===== src/rtl/aes_pkg.sv =====
// Shared constants and types for the AES ingress block loader.
package aes_pkg;

   localparam int AES_BYTES = 16;
   localparam int BYTE_W    = 8;

   localparam logic FT_DATA = 1'b0;
   localparam logic FT_KEY  = 1'b1;

   typedef enum logic [1:0] {
      IDLE,
      LOAD_KEY,
      LOAD_DATA,
      LAUNCH
   } ldr_state_t;

endpackage


===== src/rtl/aes_byte_shifter.sv =====
// Byte shift register for the loader. It holds the first NBYTES-1 bytes and
// presents the full block formed with the incoming byte on the same cycle.
module aes_byte_shifter #(
   parameter int BYTE_W   = aes_pkg::BYTE_W,
   parameter int NBYTES   = aes_pkg::AES_BYTES,
   parameter bit LE_ORDER = 1'b0
) (
   input  logic                     clk,
   input  logic                     reset,
   input  logic                     clr,
   input  logic                     shift_en,
   input  logic [BYTE_W-1:0]        din,
   output logic [NBYTES*BYTE_W-1:0] shifted
);

   localparam int W  = NBYTES * BYTE_W;
   localparam int SW = W - BYTE_W;

   logic [SW-1:0] held;
   logic [SW-1:0] held_n;

   // The final byte of a block is never stored, so the completing transfer can register the block directly.
   if (LE_ORDER) begin : g_le
      assign shifted = {din, held};
      assign held_n  = shifted[W-1:BYTE_W];
   end else begin : g_be
      assign shifted = {held, din};
      assign held_n  = shifted[SW-1:0];
   end

   always_ff @(posedge clk or negedge reset) begin
      if (!reset) begin
         held <= '0;
      end else if (clr) begin
         held <= '0;
      end else if (shift_en) begin
         held <= held_n;
      end
   end

endmodule


===== src/rtl/aes_block_loader.sv =====
// Byte-serial framer that assembles key and plaintext blocks for the AES pipeline.
// Define AES_LOADER_LE_EN to place the first accepted byte in bits [7:0].
module aes_block_loader #(
   parameter int DATA_LEN = 128,
   parameter int KEY_LEN  = 128,
   parameter int BYTE_W   = 8
) (
   input  logic                clk,
   input  logic                reset,
   input  logic                s_valid,
   output logic                s_ready,
   input  logic [BYTE_W-1:0]   s_data,
   input  logic                s_is_key,
   input  logic                s_last,
   output logic                blk_valid,
   output logic [DATA_LEN-1:0] blk_text,
   output logic                blk_key_valid,
   output logic [KEY_LEN-1:0]  blk_key,
   output logic                key_loaded,
   output logic                err_pulse
);

   import aes_pkg::*;

   localparam int         NBYTES   = DATA_LEN / BYTE_W;
   localparam logic [3:0] LAST_IDX = 4'(NBYTES - 1);

`ifdef AES_LOADER_LE_EN
   localparam bit LE_ORDER = 1'b1;
`else
   localparam bit LE_ORDER = 1'b0;
`endif

   ldr_state_t          state, state_n;
   logic [3:0]          cnt, cnt_n;
   logic                ftype, ftype_n;
   logic                xfer;
   logic                last_byte;
   logic                shift_en;
   logic                clr;
   logic                err_n;
   logic                key_upd;
   logic                text_upd;
   logic [DATA_LEN-1:0] shifted;

   aes_byte_shifter #(
      .BYTE_W   (BYTE_W),
      .NBYTES   (NBYTES),
      .LE_ORDER (LE_ORDER)
   ) u_shifter (
      .clk      (clk),
      .reset    (reset),
      .clr      (clr),
      .shift_en (shift_en),
      .din      (s_data),
      .shifted  (shifted)
   );

   // Ready is held low while in reset so nothing looks acceptable before the block is live.
   assign s_ready       = reset && (state != LAUNCH);
   assign blk_valid     = (state == LAUNCH);
   assign blk_key_valid = (state == LAUNCH);
   assign xfer          = s_valid && (state != LAUNCH);
   assign last_byte     = (cnt == LAST_IDX);

   always_comb begin
      state_n  = state;
      cnt_n    = cnt;
      ftype_n  = ftype;
      shift_en = 1'b0;
      clr      = 1'b0;
      err_n    = 1'b0;
      key_upd  = 1'b0;
      text_upd = 1'b0;

      case (state)
         IDLE: begin
            if (xfer) begin
               shift_en = 1'b1;
               ftype_n  = s_is_key;
               cnt_n    = 4'd1;
               state_n  = s_is_key ? LOAD_KEY : LOAD_DATA;
               if (s_last) begin
                  err_n   = 1'b1;
                  clr     = 1'b1;
                  cnt_n   = '0;
                  state_n = IDLE;
               end
            end
         end

         LOAD_KEY, LOAD_DATA: begin
            if (xfer) begin
               shift_en = 1'b1;
               cnt_n    = cnt + 4'd1;
               // A data block completing before any key exists is discarded like a framing error.
               if ((s_is_key != ftype) || (s_last != last_byte) ||
                   (last_byte && (ftype == FT_DATA) && !key_loaded)) begin
                  err_n   = 1'b1;
                  clr     = 1'b1;
                  cnt_n   = '0;
                  state_n = IDLE;
               end else if (last_byte) begin
                  cnt_n = '0;
                  if (ftype == FT_KEY) begin
                     key_upd = 1'b1;
                     state_n = IDLE;
                  end else begin
                     text_upd = 1'b1;
                     state_n  = LAUNCH;
                  end
               end
            end
         end

         LAUNCH: begin
            state_n = IDLE;
         end

         default: begin
            state_n = IDLE;
         end
      endcase
   end

   always_ff @(posedge clk or negedge reset) begin
      if (!reset) begin
         state      <= IDLE;
         cnt        <= '0;
         ftype      <= FT_DATA;
         blk_text   <= '0;
         blk_key    <= '0;
         key_loaded <= 1'b0;
         err_pulse  <= 1'b0;
      end else begin
         state     <= state_n;
         cnt       <= cnt_n;
         ftype     <= ftype_n;
         err_pulse <= err_n;
         if (key_upd) begin
            blk_key    <= shifted;
            key_loaded <= 1'b1;
         end
         if (text_upd) begin
            blk_text <= shifted;
         end
      end
   end

endmodule


===== config.mk =====
export PLATFORM = sky130hd
export DESIGN_NAME = aes_block_loader
export DESIGN_NICKNAME = d
export VERILOG_FILES = /design/src/rtl/aes_pkg.sv /design/src/rtl/aes_byte_shifter.sv /design/src/rtl/aes_block_loader.sv
export SDC_FILE = /design/constraint.sdc
export NUM_CORES = 1
export LEC_CHECK = 0
export CAP_MARGIN = 20
export CORE_MARGIN = 3
export CORE_UTILIZATION = 40
export CTS_CLUSTER_DIAMETER = 120
export DETAILED_ROUTE_END_ITERATION = 10
export PLACE_DENSITY = 0.66
export SYNTH_ARGS = -nofsm -noshare
export SYNTH_HDL_FRONTEND = slang
export SYNTH_HIERARCHICAL = 1
export SYNTH_SLANG_ARGS = --single-unit

===== constraint.sdc =====
create_clock -name clk -period 1.8 [get_ports clk]
set_input_delay 0.18 -clock clk [delete_from_list [all_inputs] [get_ports clk]]
set_output_delay 0.18 -clock clk [all_outputs]
set_load 0.02 [all_outputs]

Word-level counts from Yosys, hierarchy flattened. Cells that the tools add are included.

Register bits: 385. Input bits: 13. Output and inout bits: 261. Word-level logic and storage cells: 68.

Add/subtract/negate cells: 1. Eq/ne operators: 10. Multiplexer cells: 33. Bitwise gates (word level): 1. Reduce and logical (&&, ||, !) cells: 15.

Operator list (number): 120-bit 2-to-1 mux (2); 1-bit 2-to-1 mux (17); 4-bit 2-to-1 mux (4); 2-bit 2-to-1 mux (7); 4-bit one-hot mux with 2 select lines (1); 2-bit != test (second input constant) (3); 2-bit one-hot mux with 3 select lines (1); 3-bit AND reduction (2); 4-bit by 1-bit adder with 4-bit output (second input constant) (1); 2-bit == test (second input constant) (2); 4-bit == test (second input constant) (1); 1-bit logical AND (4); 2-bit nonzero test (2); 3-bit != test (second input constant) (1); 3-bit OR reduction (1); 2-bit by 1-bit == test with 1-bit output (second input constant) (1); 2-bit zero test (1); 1-bit logical OR (2); 1-bit != test (2); 1-bit one-hot mux with 2 select lines (1); 2-bit AND reduction (1); 2-bit OR reduction (1); 1-bit zero test (1); 1-bit NOT (1).

Logic depth before layout (Yosys ltp). Gate-level depths: netlist of the first run.

Word-level depth: 8. Gate-level depth with buffers: 8. Mapped depth without buffers: 6.

Cells and area by module. Netlist of the first run, hierarchy kept.

Modules (own cells, without submodules): aes_block_loader (times used 1, cells an instance 599, area an instance 10161.0 um^2, sequential area each 6631.4 um^2); aes_byte_shifter (times used 1, cells an instance 395, area an instance 5007.3 um^2, sequential area each 3002.9 um^2).

Worst setup path after synthesis of the first run. No wires, ideal clock.

Path type: register to register. Start: register state[0]. End: register blk_text[44]. Setup time: 0.125 ns. Arrival time: 1.894 ns. Data required time: 1.675 ns. Setup slack: -0.219 ns. Cell stages (with the launch flop): 7. Path buffers: 2. Clock period less this slack: 2.019 ns. Path through: dfrtp_1 > ha_1 > nand2b_1 > nor4_4 > buf_4 > buf_8 > mux2_2.

Longest elaborated chain between the ends: 4. Elaborated cells on any way between the ends: 7. Classes of those cells: eq/ne: 3; mux: 2; reduce/logical: 2.

Ends and longest elaborated chain: from (decl) (RTL line aes_block_loader.sv:34) `ldr_state_t state, state_n;`; from (signal assigned) (RTL line aes_block_loader.sv:136) `state <= state_n;`; 2-bit != test (RTL line aes_block_loader.sv:63) `assign xfer = s_valid && (state != LAUNCH);`; 1-bit logical AND (RTL line aes_block_loader.sv:63); 1-bit 2-to-1 mux (RTL line aes_block_loader.sv:93) `if (xfer) begin`; 1-bit 2-to-1 mux * (RTL line aes_block_loader.sv:76) `case (state)`; to (signal assigned) (RTL line aes_block_loader.sv:145) `blk_text <= shifted;`; to (decl) (RTL line aes_block_loader.sv:16) `output logic [DATA_LEN-1:0] blk_text,`.

Every way passes the cells marked *; elsewhere a longest branch is shown, timed or not. A chain may end at the register's enable or synchronous reset.

Final worst setup path of the first run.
Start: register cnt[1]. End: register blk_key[57].

Longest elaborated chain between the ends: 7. Elaborated cells on any way between the ends: 10. Classes of those cells: eq/ne: 2; mux: 4; reduce/logical: 4.

Ends and longest elaborated chain: from (decl) (RTL line aes_block_loader.sv:35) `logic [3:0] cnt, cnt_n;`; from (signal assigned) (RTL line aes_block_loader.sv:137) `cnt <= cnt_n;`; 4-bit == test * (RTL line aes_block_loader.sv:64) `assign last_byte = (cnt == LAST_IDX);`; 1-bit != test or 1-bit logical AND (tied branches) (RTL line aes_block_loader.sv:97, aes_block_loader.sv:98); 1-bit logical OR or 1-bit logical AND (tied branches) (RTL line aes_block_loader.sv:97, aes_block_loader.sv:98); 1-bit logical OR (RTL line aes_block_loader.sv:97) `if ((s_is_key != ftype) || (s_last != last_byte) ||`; 1-bit 2-to-1 mux * (RTL line aes_block_loader.sv:97); 1-bit 2-to-1 mux * (RTL line aes_block_loader.sv:93); 1-bit 2-to-1 mux * (RTL line aes_block_loader.sv:76); to (signal assigned) (RTL line aes_block_loader.sv:141) `blk_key <= shifted;`; to (decl) (RTL line aes_block_loader.sv:18) `output logic [KEY_LEN-1:0] blk_key,`.

Marks and branches as above.

==> metrics.yaml, run 1 <==
final_layout:
  finalNonFillerCells: 1876
  syn2layout_area_growth_pct: 38.2
  diodes: 0
  drive_above_1_share: 0.319
  final_util: 0.567
  fin_nets: 1358
flow_run:
  maxCapViolCount: 0
place:
  dp_hpwl_um: 24800
  numPortBuffers: 273
  gp_congestion: 0.748
  dp.cells: 1770
critical_path:
  cp_slowest_cell: "dfrtp_1"
  cpPeakStageDelay_ns: 0.35
  cpLargestDelayFamily: "buffers and inverters"
  startpoint: "cnt[1]"
  timing.rr.start: "cnt[1]"
  critPathArrivalTime_ns: 2.41
  worstPathRequired_ns: 2.20
  crit_chain: "ha_2 -> nand4_1 -> buf_4 -> nor2_4 -> nand4_1 -> buf_6 -> buf_12 -> clkbuf_16 -> mux2_2"
  cp-end-kind: "flip-flop"
  path_max_fanout: 8
  startpoint_type: "flip-flop"
  path_buf_inv: 4
  crit_type: "flip-flop to flip-flop"
  crit_path_frequent_cell: "nand4_1"
yosys:
  synth_top_area_frac: 0.635
  synth_cells: 994
  ys_types: 34
  ys_seq_area_frac: 0.635
  syn_avg_cell_area_sq_um: 15.3
  synth_area_leaders: "dfrtp_1, mux2_2, mux2i_1"
  syn_nets: 1011
  yosys_warnings: 6
  synth_top_area_cell: "dfrtp_1"
  synth_seq_cells: 385
  syn-cell-area_sq_mm: 0.0152
route:
  dr.pass1.iters: 4
  wl_per_cell_um: 20.7
  routed_wl_um: 38800
  drc: 0
  avgViaCountPerCell: 4.92
  final_antenna_net_count: 0
  dr.first_iter.drc_count: 433
  vias: 9226
die:
  rows: 70
  core_area_sq_mm: 0.0370
  die_area_sq_mm: 0.0403
  die_w_um: 201
  die_h_um: 201
  start_util: 0.410
  ios: 274
clock_network:
  clock_sinks: 385
  clock_path_buffers: 3
  path_clk_slew_ns: 0.06
  tritoncts: "built"
  cts_inserted_buffers: 42
  htreeDepth: 2
  clock_insertion_delay_worst_skew_ns: 0.53
  clockRootBuffer: "clkbuf_16"
sta:
  slew-limit-headroom: 0.422
  postLayoutSetupSlackWorst_ns: -0.213
  fin_skew_ns: 0.0187
  finalCritPeriodShare: 1.12
  worstMarginPinSlew_ns: 0.867
  slew_viol_final: 0
  holdWs_ns: 0.0928
  finalHoldViolCount: 0
  finalSetupViolCount: 372
  max_freq_mhz: 497
  rsz0062_at_grt: "true"
  fin_crit_ns: 2.01
global_route:
  grt_pass1_wl_um: 57800
  grtUsageTotal: 0.178
  antenna_found_initial: 1
  overflow: 0
  grt_max_degree: 148
  grt_pass1_vias: 9583
power_and_ir_drop:
  powerDensity_mw_per_mm2: 1040
  leakage_uw: 0.0103
  ir_worst_vdd_uv: 579
hold_path:
  hold_path_class: "primary input to async pin"
outcome:
  outcome: "finished, violations left"
  violations: "setup timing"
flip-flops by register name, indices dropped and copies added (netlist names):
name / flops
key_loaded: 1
state: 2
err_pulse: 1
u_shifter/held: 120
blk_key: 128
cnt: 4
ftype: 1
blk_text: 128
metal layers:
| metal | up-vias | share of wire | global-route usage |
|---|---|---|---|
| li1 | 4136 | - | - |
| met1 | 4815 | 0.44 | 0.239 |
| met2 | 221 | 0.49 | 0.291 |
| met3 | 52 | 0.057 | 0.0461 |
| met4 | 2 | 0.016 | 0.0394 |
| met5 | - | 0.00034 | 0 |
path summary, 6_finish.rpt:
check | end | slack (ns) | depth (start not counted)
setup / recovery | blk_key[57] | -0.21 | 9
setup reg to reg | blk_key[57] | -0.21 | 9
min in group clk | u_shifter/held[5] | 0.34 | 3
max in group asynchronous | blk_key[68] | 0.63 | 3
hold reg to reg | blk_key[75] | 0.50 | 1
hold / removal | blk_key[12] | 0.09 | 2
Yosys cell counts:
master	instances
nor4_4	1
buf_2	3
mux2_2	257
nor4b_1	1
nor4_1	1
buf_4	15
nor2_1	127
clkbuf_1	12
buf_6	21
a31o_2	1
o21a_1	1
a31oi_1	1
nor2b_1	3
o21ai_0	3
ha_1	4
mux2i_1	120
nand4_1	2
xnor2_1	1
buf_8	2
o21ba_2	1
nand3_1	2
dfrtp_1	385
nand2b_1	3
o32a_1	2
nand2_1	2
buf_12	11
or3_1	1
a22o_1	1
o31ai_1	1
o221ai_1	1
nor3b_1	1
a21oi_1	2
inv_1	4
and3b_1	1
layout by cell type, fill, tap and decap left out, types with 3 or more instances in the layout:
cell type,netlist,routed
buf_12,11,25
buf_16,0,5
buf_4,15,35
buf_6,21,6
buf_8,2,10
clkbuf_1,12,7
clkbuf_16,0,58
clkbuf_8,0,12
clkdlybuf4s50_1,0,269
clkinv_2,0,8
dfrtp_1,385,385
dlygate4sd2_1,0,3
mux2_2,257,218
mux2_4,0,39
mux2i_1,120,118
nor2_1,127,122
nor2_4,0,3
nor2b_1,3,3
what timing repair did:
action / 4_1_cts / 5_1_grt
hold endpoints to repair: 132 / 0
gates cloned: 2 / 17
buffers inserted: 4 / 7
hold buffers: 1 / 0
gates resized for setup: 41 / 34
endpoints found under the setup margin: 377 / 387
pin swaps: 5 / 3
metrics by stage:
stage / setup WS [ns] / TNS [ns] / total power, uW / instance area [sq um]
after global routing: -0.272 / -75.54 / 22700 / 21000
final: -0.213 / -49.64 / 21800 / 21000
after floorplan: -0.0596 / -6.60 / 11300 / 15300
after global placement: -0.322 / -93.55 / 12300 / 18700
after CTS: -0.191 / -42.89 / 21200 / 20300
after detailed placement: -0.325 / -92.13 / 12400 / 18700
cells by family after synthesis:
family,Yosys count,share of synthesized area
mux,377,0.270
compound gates,14,0.00676
fa+ha+maj,4,0.00330
simple gates,145,0.0398
xor+xnor,1,0.000578
buf+inv,68,0.0445
flops,385,0.635
worst reg2reg max path, delay by kind of cell (launching register included):
| family | cells | cell delay [ns] |
|---|---|---|
| flops | 1 | 0.35 |
| mux | 1 | 0.27 |
| simple gates | 3 | 0.35 |
| buf+inv | 4 | 0.72 |
| fa+ha+maj | 1 | 0.21 |
report_power, final:
part / internal, uW / switching, uW / total [uW]
clock network: 5320 / 3350 / 8670
registers: 9070 / 534 / 9610
logic: 1680 / 1840 / 3520
total: 16100 / 5720 / 21800
cell type report:
class,instances,area [sq um]
Clock buffer,64,1320
Clock inverter,11,108
Fill cell,2997,16000
Inverter,4,27.5
Multi-Input combinational cell,541,5080
Sequential cell,385,9630
Tap cell,504,631
Timing Repair Buffer,367,4170
Note: power is estimated with default switching activity, not from simulation.
==> run 2: changes to the inputs <==
--- a/config.mk
+++ b/config.mk
@@ -6,12 +6,15 @@
 export NUM_CORES = 1
 export LEC_CHECK = 0
 export CAP_MARGIN = 20
+export CELL_PAD_IN_SITES_DETAIL_PLACEMENT = 1
+export CELL_PAD_IN_SITES_GLOBAL_PLACEMENT = 1
 export CORE_MARGIN = 3
-export CORE_UTILIZATION = 40
+export CORE_UTILIZATION = 39
 export CTS_CLUSTER_DIAMETER = 120
 export DETAILED_ROUTE_END_ITERATION = 10
-export PLACE_DENSITY = 0.66
+export PLACE_DENSITY_LB_ADDON = 0.1
 export SYNTH_ARGS = -nofsm -noshare
 export SYNTH_HDL_FRONTEND = slang
 export SYNTH_HIERARCHICAL = 1
 export SYNTH_SLANG_ARGS = --single-unit
+export TNS_END_PERCENT = 20
==> metrics.yaml, run 2 (synthesized netlist as in run 1, its figures left out) <==
sta:
  worstMarginPinSlew_ns: 0.804
  slew_viol_final: 0
  fin_tns_setup_ns: -64.41
  postLayoutSetupSlackWorst_ns: -0.275
  fin_crit_ns: 2.07
  finalHoldViolCount: 0
  slew-limit-headroom: 0.464
  fin_skew_ns: 0.0150
  max_freq_mhz: 482
  rsz0062_at_grt: "true"
  finalCritPeriodShare: 1.15
  finalSetupViolCount: 370
critical_path:
  crit_type: "flip-flop to flip-flop"
  r2r_cells: 9
  cp-end-kind: "flip-flop"
  timing.rr.start: "state[0]"
  r2r_slack_ns: -0.27
  worstPathRequired_ns: 2.20
  critPathArrivalTime_ns: 2.47
  worstReg2RegEnd: "blk_key[73]"
  path_max_fanout: 6
  startpoint_type: "flip-flop"
die:
  die_area_sq_mm: 0.0413
  die_w_um: 203
  ios: 274
  start_util: 0.399
  die_h_um: 203
  core_area_sq_mm: 0.0380
  rows: 71
clock_network:
  cts_inserted_buffers: 42
  tritoncts: "built"
  clock_sinks: 385
  clockRootBuffer: "clkbuf_16"
  htreeDepth: 2
  clock_insertion_delay_worst_skew_ns: 0.52
  path_clk_slew_ns: 0.06
  clock_path_buffers: 3
global_route:
  grt_max_degree: 130
  grt_pass1_vias: 10100
  overflow: 0
  antenna_found_initial: 0
  grt_pass1_wl_um: 62000
  grtUsageTotal: 0.191
final_layout:
  reg_top3: "blk_key: 128 flops, blk_text: 128 flops, u_shifter/held: 120 flops"
  fin_area_sq_mm: 0.0216
  fin_nets: 1373
  diodes: 0
  layout_common_cells: "dfrtp_1, clkdlybuf4s50_1, mux2_2, nor2_1, mux2_4"
  fillCellCount: 3687
  syn2layout_area_growth_pct: 42.4
  drive_above_1_share: 0.325
  final_common_cell: "dfrtp_1"
route:
  wl_met3_um: 2580
  wl_per_cell_um: 23.5
  routed_wl_um: 44700
  drc: 0
  met2_wirelength_um: 22000
  vias: 9424
  avgViaCountPerCell: 4.97
  top_layer_used: "met4"
  dr.pass1.iters: 4
  dr.first_iter.drc_count: 415
  final_antenna_net_count: 0
  wl_met1_um: 19500
place:
  gp_congestion: 0.774
  dp_hpwl_um: 27100
  numPortBuffers: 273
  place_area_sq_mm: 0.0187
outcome:
  violations: "setup timing"
  outcome: "finished, violations left"
power_and_ir_drop:
  ir_worst_vdd_uv: 688
  leakage_uw: 0.0105
  powerDensity_mw_per_mm2: 1010
flow_run:
  maxCapViolCount: 0
hold_path:
  hold_path_class: "primary input to async pin"
[run 2: changes by cell type in the layout (fill, tap and decap cells not counted), moves of 3 or more]
cell             change
buf_12               +3
buf_4                +4
buf_6               +10
buf_8                -7
bufinv_16            +5
clkbuf_16            +6
clkbuf_8             -5
clkdlybuf4s50_1      -4
dlymetal6s2s_1       +3
mux2_2              -85
mux2_4              +85
[run 2: worst max-delay path by stage]
stage	cells past startpoint	from	endpoint	slack, ns
after floorplan	6	cnt[0]	blk_text[0]	-0.06
after global placement	8	s_last	blk_key[36]	-0.34
after detailed placement	8	s_last	blk_key[38]	-0.38
after CTS	8	cnt[1]	blk_key[31]	-0.24
after global routing	9	cnt[1]	blk_key[18]	-0.38
final	9	state[0]	blk_key[73]	-0.27
[run 2: through the flow]
stage / total power (uW) / hold WS (ns) / util / worst slack (ns) / cells
2_1_floorplan: 11300 / -0.116 / - / -0.0596 / 994
3_3_place_gp: 12500 / 0.0125 / 0.493 / -0.337 / 1781
3_5_place_dp: 12600 / 0.00926 / 0.493 / -0.385 / 1781
4_1_cts: 21900 / 0.0389 / 0.534 / -0.245 / 1856
6_report: 21900 / 0.0739 / 0.568 / -0.275 / 1897
5_1_grt: 22800 / 0.0587 / 0.568 / -0.384 / 1897
[run 2: worst max-delay path, cell delays in order (launching register included)]
cell and delay, ns:
dfrtp_1 0.41, ha_2 0.19, nand2b_4 0.17, buf_6 0.13
nor2_4 0.06, nand4_1 0.17, buf_6 0.20, buf_12 0.15
clkbuf_16 0.17, mux2_2 0.28
[run 2: layer usage]
| metal | vias to the layer above | global-route usage |
|---|---|---|
| li1 | 4164 | - |
| met1 | 5001 | 0.256 |
| met2 | 213 | 0.315 |
| met3 | 46 | 0.0517 |
| met4 | 0 | 0.0376 |
| met5 | - | 0 |
[run 2: repair_timing]
item | CTS | global route
hold buffers | 1 | 0
setup endpoints to repair | 378 | 388
gates resized for setup | 32 | 150
cloned | 0 | 25
setup buffers | 0 | 16
pin swaps | 17 | 4
endpoints found under the hold margin | 218 | 0
[run 2: area by class of cell]
| class | instances | area, sq um | area share |
|---|---|---|---|
| Multi-Input combinational cell | 541 | 5400 | 0.250 |
| Clock buffer | 61 | 1260 | 0.0582 |
| Inverter | 4 | 20.0 | 0.000927 |
| Timing Repair Buffer | 382 | 4410 | 0.204 |
| Sequential cell | 385 | 9630 | 0.446 |
| Tap cell | 511 | 639 | 0.0296 |
| Clock inverter | 13 | 240 | 0.0111 |
[run 2: where the power goes]
part	switching, uW	total, uW	internal, uW
Combinational	1620	2930	1310
Clock	3460	9290	5830
Sequential	590	9660	9070
